`config.mk`:
```
export PLATFORM = sky130hd
export DESIGN_NAME = dlatch_driver_flat
export DESIGN_NICKNAME = d
export VERILOG_FILES = /design/src/rtl/dlatch_driver_if.sv /design/src/rtl/dlatch_driver.sv /design/src/flat_wrapper.sv
export SDC_FILE = /design/constraint.sdc
export NUM_CORES = 1
export LEC_CHECK = 0
export CORE_MARGIN = 10
export CORE_UTILIZATION = 49
export DETAILED_ROUTE_END_ITERATION = 10
export GPL_TIMING_DRIVEN = 0
export PLACE_DENSITY = 0.77
export SLEW_MARGIN = 20
export SYNTH_ARGS = -nofsm -noshare
export SYNTH_HDL_FRONTEND = slang
export SYNTH_SLANG_ARGS = --single-unit
```
`constraint.sdc`:
```
create_clock -name clk -period 2.05 [get_ports clk]
set_input_delay 0.3075 -clock clk [delete_from_list [all_inputs] [get_ports clk]]
set_output_delay 0.3075 -clock clk [all_outputs]
set_load 0.1 [all_outputs]
```
`src/rtl/dlatch_driver_if.sv`:
```
// rtl/dlatch_driver_if.sv - request handshake and latch-bank lines for dlatch_driver
interface dlatch_driver_if #(
  parameter int W = 1
);
  logic         in_valid;
  logic         in_ready;
  logic [W-1:0] in_data;
  logic [W-1:0] D;
  logic         E;
  logic [W-1:0] Q;
  logic [W-1:0] nQ;
  logic         done;
  logic [W-1:0] err_mask;
  logic [7:0]   err_cnt;

  // master: requester plus latch bank; slave: the driver itself
  modport master (
    output in_valid, in_data, Q, nQ,
    input  in_ready, D, E, done, err_mask, err_cnt
  );

  modport slave (
    input  in_valid, in_data, Q, nQ,
    output in_ready, D, E, done, err_mask, err_cnt
  );
endinterface

```
`src/rtl/dlatch_driver.sv`:
```
// rtl/dlatch_driver.sv - timed setup/pulse/hold write sequencer for a D-latch bank with readback check
module dlatch_driver #(
  parameter int W         = 1,
  parameter int SETUP_CYC = 2,
  parameter int PULSE_CYC = 2,
  parameter int HOLD_CYC  = 1
) (
  input  logic           clk,
  input  logic           rst,
  dlatch_driver_if.slave bus
);

  typedef enum logic [2:0] {
    IDLE,
    SETUP,
    PULSE,
    HOLD,
    CHECK
  } state_t;

  localparam logic [3:0] SETUP_LD = 4'(SETUP_CYC - 1);
  localparam logic [3:0] PULSE_LD = 4'(PULSE_CYC - 1);
  localparam logic [3:0] HOLD_LD  = 4'(HOLD_CYC - 1);

  state_t       state, state_nx;
  logic [3:0]   cnt, cnt_nx;
  logic [W-1:0] d_q, d_nx;
  logic         e_q, e_nx;
  logic         done_q, done_nx;
  logic [W-1:0] mask_q, mask_nx;
  logic [7:0]   err_cnt_q, err_cnt_nx;

  always_ff @(posedge clk or posedge rst) begin
    if (rst) begin
      state     <= IDLE;
      cnt       <= 4'd0;
      d_q       <= '0;
      e_q       <= 1'b0;
      done_q    <= 1'b0;
      mask_q    <= '0;
      err_cnt_q <= 8'd0;
    end else begin
      state     <= state_nx;
      cnt       <= cnt_nx;
      d_q       <= d_nx;
      e_q       <= e_nx;
      done_q    <= done_nx;
      mask_q    <= mask_nx;
      err_cnt_q <= err_cnt_nx;
    end
  end

  // E is computed one state ahead so the strobe leaves a flop, never a decoder
  always_comb begin
    state_nx   = state;
    cnt_nx     = (cnt == 4'd0) ? 4'd0 : cnt - 4'd1;
    d_nx       = d_q;
    e_nx       = 1'b0;
    done_nx    = 1'b0;
    mask_nx    = mask_q;
    err_cnt_nx = err_cnt_q;
    case (state)
      IDLE: begin
        if (bus.in_valid) begin
          d_nx     = bus.in_data;
          state_nx = SETUP;
          cnt_nx   = SETUP_LD;
        end
      end
      SETUP: begin
        if (cnt == 4'd0) begin
          state_nx = PULSE;
          cnt_nx   = PULSE_LD;
          e_nx     = 1'b1;
        end
      end
      PULSE: begin
        if (cnt == 4'd0) begin
          state_nx = HOLD;
          cnt_nx   = HOLD_LD;
        end else begin
          e_nx = 1'b1;
        end
      end
      HOLD: begin
        if (cnt == 4'd0) begin
          state_nx = CHECK;
          cnt_nx   = 4'd0;
        end
      end
      CHECK: begin
        // a bit fails if it stored the wrong value or its outputs are not complementary
        mask_nx  = (bus.Q ^ d_q) | ~(bus.Q ^ bus.nQ);
        done_nx  = 1'b1;
        state_nx = IDLE;
        if ((|mask_nx) && (err_cnt_q != 8'hFF)) begin
          err_cnt_nx = err_cnt_q + 8'd1;
        end
      end
      default: begin
        state_nx = IDLE;
      end
    endcase
  end

  assign bus.in_ready = (state == IDLE);
  assign bus.D        = d_q;
  assign bus.E        = e_q;
  assign bus.done     = done_q;
  assign bus.err_mask = mask_q;
  assign bus.err_cnt  = err_cnt_q;

endmodule
```
`src/flat_wrapper.sv`:
```
// flat-port wrapper written by rule: the top's interface ports become plain ports
module dlatch_driver_flat 
#(
  parameter int W         = 1,
  parameter int SETUP_CYC = 2,
  parameter int PULSE_CYC = 2,
  parameter int HOLD_CYC  = 1
)
  (clk, rst, bus_in_valid, bus_in_data, bus_Q, bus_nQ, bus_in_ready, bus_D, bus_E, bus_done, bus_err_mask, bus_err_cnt);
  dlatch_driver_if #(.W(W)) bus_i ();
  input  logic clk;
  input  logic rst;
  input wire logic [$bits(bus_i.in_valid)-1:0] bus_in_valid;
  input wire logic [$bits(bus_i.in_data)-1:0] bus_in_data;
  input wire logic [$bits(bus_i.Q)-1:0] bus_Q;
  input wire logic [$bits(bus_i.nQ)-1:0] bus_nQ;
  output wire logic [$bits(bus_i.in_ready)-1:0] bus_in_ready;
  output wire logic [$bits(bus_i.D)-1:0] bus_D;
  output wire logic [$bits(bus_i.E)-1:0] bus_E;
  output wire logic [$bits(bus_i.done)-1:0] bus_done;
  output wire logic [$bits(bus_i.err_mask)-1:0] bus_err_mask;
  output wire logic [$bits(bus_i.err_cnt)-1:0] bus_err_cnt;
  assign bus_i.in_valid = bus_in_valid;
  assign bus_i.in_data = bus_in_data;
  assign bus_i.Q = bus_Q;
  assign bus_i.nQ = bus_nQ;
  assign bus_in_ready = bus_i.in_ready;
  assign bus_D = bus_i.D;
  assign bus_E = bus_i.E;
  assign bus_done = bus_i.done;
  assign bus_err_mask = bus_i.err_mask;
  assign bus_err_cnt = bus_i.err_cnt;
  dlatch_driver #(.W(W), .SETUP_CYC(SETUP_CYC), .PULSE_CYC(PULSE_CYC), .HOLD_CYC(HOLD_CYC)) u_core (.clk(clk), .rst(rst), .bus(bus_i));
endmodule
```
==> flow_metrics.env, run 1 <==
export IMPL_area_growth_pct=26.4
export IMPL_viasPerCell=5.20
export IMPL_clk_latency_ns=0.29
export IMPL_drive_gt1_frac=0.245
export IMPL_multiInputGateArea_um2=444
export IMPL_ys_async_sr_fraction=1.00
export IMPL_start_kind="flip-flop"
export IMPL_hold_path_class="in -> async"
export IMPL_p_switching_uw=725
export IMPL_routed_wl_um=1710
export IMPL_pwr_share_clk=0.122
export IMPL_core_area_um2=1760
export IMPL_grt_usage=0.0926
export IMPL_io_pins=19
export IMPL_clockBufferDepth=2
export IMPL_rsz0062_at_grt="false"
export IMPL_maxSlewHeadroom=0.353
export IMPL_io_buffers=18
export IMPL_placed_area_um2=1170
export IMPL_cts_buffers=3
export IMPL_synth_edf_count=0
export IMPL_die_w_um=63.6
export IMPL_maxCapViolCount=0
export IMPL_end_kind="flip-flop"
export IMPL_p_leak_uw=0.000554
export IMPL_final_area_um2=1180
export IMPL_synth_area_um2=932
export IMPL_routedWlPerCell_um=13.0
export IMPL_cts_hold_buf=0
export IMPL_cp_slowest_cell="or3b_4"
export IMPL_drv_slew=0
export IMPL_setup_viol=0
export IMPL_tritoncts="done"
export IMPL_clockRootBuffer="clkbuf_4"
export IMPL_post_route_util=0.668
export IMPL_fin_nets=116
export IMPL_place_congestion=0.763
export IMPL_worst_slew_pin_slew_ns=0.975
export IMPL_ys_seq_elements=19
export IMPL_use_met2=0.141
export IMPL_mostFrequentLayoutCell="dlygate4sd2_1"
export IMPL_grt_use_met3=0.0283
export IMPL_ff_latch_area_um2=487
export IMPL_h_tree_depth=1
export IMPL_nFillCells=163
export IMPL_grt_pass1_vias=704
export IMPL_synth_nets=93
export IMPL_vias=681
export IMPL_peakVddDrop_mv=0.794
export IMPL_grt_busiest_layer="met2"
export IMPL_period_share=0.926
export IMPL_synth_seq_area_share=0.510
export IMPL_status="complete, no violations"
export IMPL_worstPathCellList="buf_2 > or3b_4 > nor3_4 > and2_2 > mux2_1"
export IMPL_drt_iter0_markers=16
export IMPL_initial_core_util=0.528
export IMPL_drc=0
export IMPL_ant_nets=0
export IMPL_clock_sinks=19
export IMPL_antennaDiodeCount=0
export IMPL_crit_type="reg -> reg"
export IMPL_die_h_um=63.6
export IMPL_swShare=0.484
export IMPL_postCtsSetupRepairBufs=0
export IMPL_placementRows=15
export IMPL_antenna_found_initial=0
export IMPL_seq_power_share=0.376
export IMPL_ys_types=34
export IMPL_synthFlopType="dfrtp_1"
export IMPL_hpwl_um=1380
export IMPL_whs_ns=0.422
export IMPL_grt_max_degree=20
export IMPL_p_int_uw=774
export IMPL_crit_arrival_ns=2.08
export IMPL_final_cell_mix="12 x dlygate4sd2_1, 10 x dfrtp_1, 9 x dfrtp_2"
export IMPL_cellPowerDensity_nw_per_um2=1270
export IMPL_final_hold_viol_count=0
export IMPL_grt_ovfl_total=0
export IMPL_grt_pass1_wl_um=3110
export IMPL_worst_path_buf_inv=1
export IMPL_path_clk_slew_ns=0.10
export IMPL_syn_inst=84
export IMPL_drtPass1Iterations=4
export IMPL_slowest_delay_ns=0.43
export IMPL_grt_use_met1=0.110
export IMPL_placedCellCount=127
export IMPL_die_area_um2=4050
export IMPL_worstPathRequired_ns=2.23
export IMPL_fmax_mhz=527
export IMPL_setup_tns_ns=0
export IMPL_pwr_share_comb=0.502
export IMPL_finalClockSkew_ns=0.00128
export IMPL_final_cells=131
export IMPL_avgSynthCellArea_um2=11.1
export IMPL_crit_family="simple AND/OR/NAND/NOR gates"
export IMPL_ys_warn_count=0
export IMPL_path_max_fanout=9
export IMPL_fin_crit_ns=1.90
layout make-up:
| cell class | count | share of cell area |
|---|---|---|
| Buffer | 1 | 0.00425 |
| Multi-Input combinational cell | 59 | 0.377 |
| Inverter | 5 | 0.0159 |
| Tap cell | 25 | 0.0265 |
| Clock buffer | 4 | 0.0223 |
| Timing Repair Buffer | 18 | 0.141 |
| Sequential cell | 19 | 0.413 |
routing by layer:
layer | up-vias | part of all wire
met5 | - | 0
met4 | 0 | 0.025
met3 | 4 | 0.051
met2 | 16 | 0.45
met1 | 326 | 0.47
li1 | 335 | -
final timing paths:
kind                                                       from                           endpoint  slack [ns]  cells past startpoint
worst max-delay path                u_core.state[1]$_DFFE_PP0P_  u_core.bus.err_cnt[1]$_DFFE_PP0P_        0.15                      5
worst min-delay path                                        rst  u_core.bus.err_cnt[4]$_DFFE_PP0P_        0.42                      2
worst max register to register      u_core.state[1]$_DFFE_PP0P_  u_core.bus.err_cnt[1]$_DFFE_PP0P_        0.15                      5
worst min register to register  u_core.bus.err_mask$_DFFE_PP0P_    u_core.bus.err_mask$_DFFE_PP0P_        0.49                      1
max in group asynchronous                                   rst           u_core.bus.D$_DFFE_PP0P_        1.16                      2
min in group clk                u_core.bus.err_mask$_DFFE_PP0P_    u_core.bus.err_mask$_DFFE_PP0P_        0.49                      1
flip-flops by register name (all words and copies together) (netlist names):
register	flops
u_core.bus.err_cnt	8
u_core.cnt	4
u_core.state	3
u_core.bus.D	1
u_core.bus.E	1
u_core.bus.done	1
u_core.bus.err_mask	1
worst register-to-register path, cell delays in order (launching register included):
cell	delay (ns)
dfrtp_1	0.36
buf_2	0.17
or3b_4	0.43
nor3_4	0.26
and2_2	0.24
mux2_1	0.32
synth_stat cells, types with 2 or more instances:
master | count | area share
ha_1 | 3 | 0.040
dfrtp_1 | 19 | 0.51
nor3b_1 | 2 | 0.016
a21oi_1 | 7 | 0.038
nand3_1 | 5 | 0.027
nor2_1 | 7 | 0.028
nand2_1 | 5 | 0.020
nor3_1 | 2 | 0.011
xnor2_1 | 3 | 0.028
o21ai_0 | 2 | 0.011
inv_1 | 5 | 0.020
xor2_1 | 2 | 0.019
power groups by stage:
stage / Combinational [uW] / Clock [uW] / Sequential (uW)
final: 752 / 183 / 564
after global routing: 819 / 218 / 581
after CTS: 760 / 186 / 565
after detailed placement: 784 / 0 / 573
after global placement: 765 / 0 / 569
after floorplan: 354 / 0 / 828
per-stage QoR:
stage                     power, uW  worst slack, ns
after detailed placement       1360           -0.108
after global placement         1330           -0.104
after floorplan                1180           0.0247
final                          1500            0.152
after CTS                      1510            0.143
after global routing           1620           0.0618
logic make-up after synthesis:
logic type / share of synthesized area
and+or+nand+nor: 0.244
DFF: 0.510
AOI/OAI and AO/OA: 0.0819
buffers and inverters: 0.0255
xor gates and xnor gates: 0.0470
muxes: 0.0510
adders and majority gates: 0.0403
timing repair:
action / CTS / global route
endpoints found under the setup margin: 13 / 0
gates resized for setup: 15 / 0
hold endpoints to repair: 0 / 0
Power figures use the tool's default switching activity.
==> run 2: changes to the inputs <==
Settings changed: GPL_ROUTABILITY_DRIVEN set to 0.
==> results of run 2 <==
The final DEF is identical to that of run 1; final timing and power are the same.
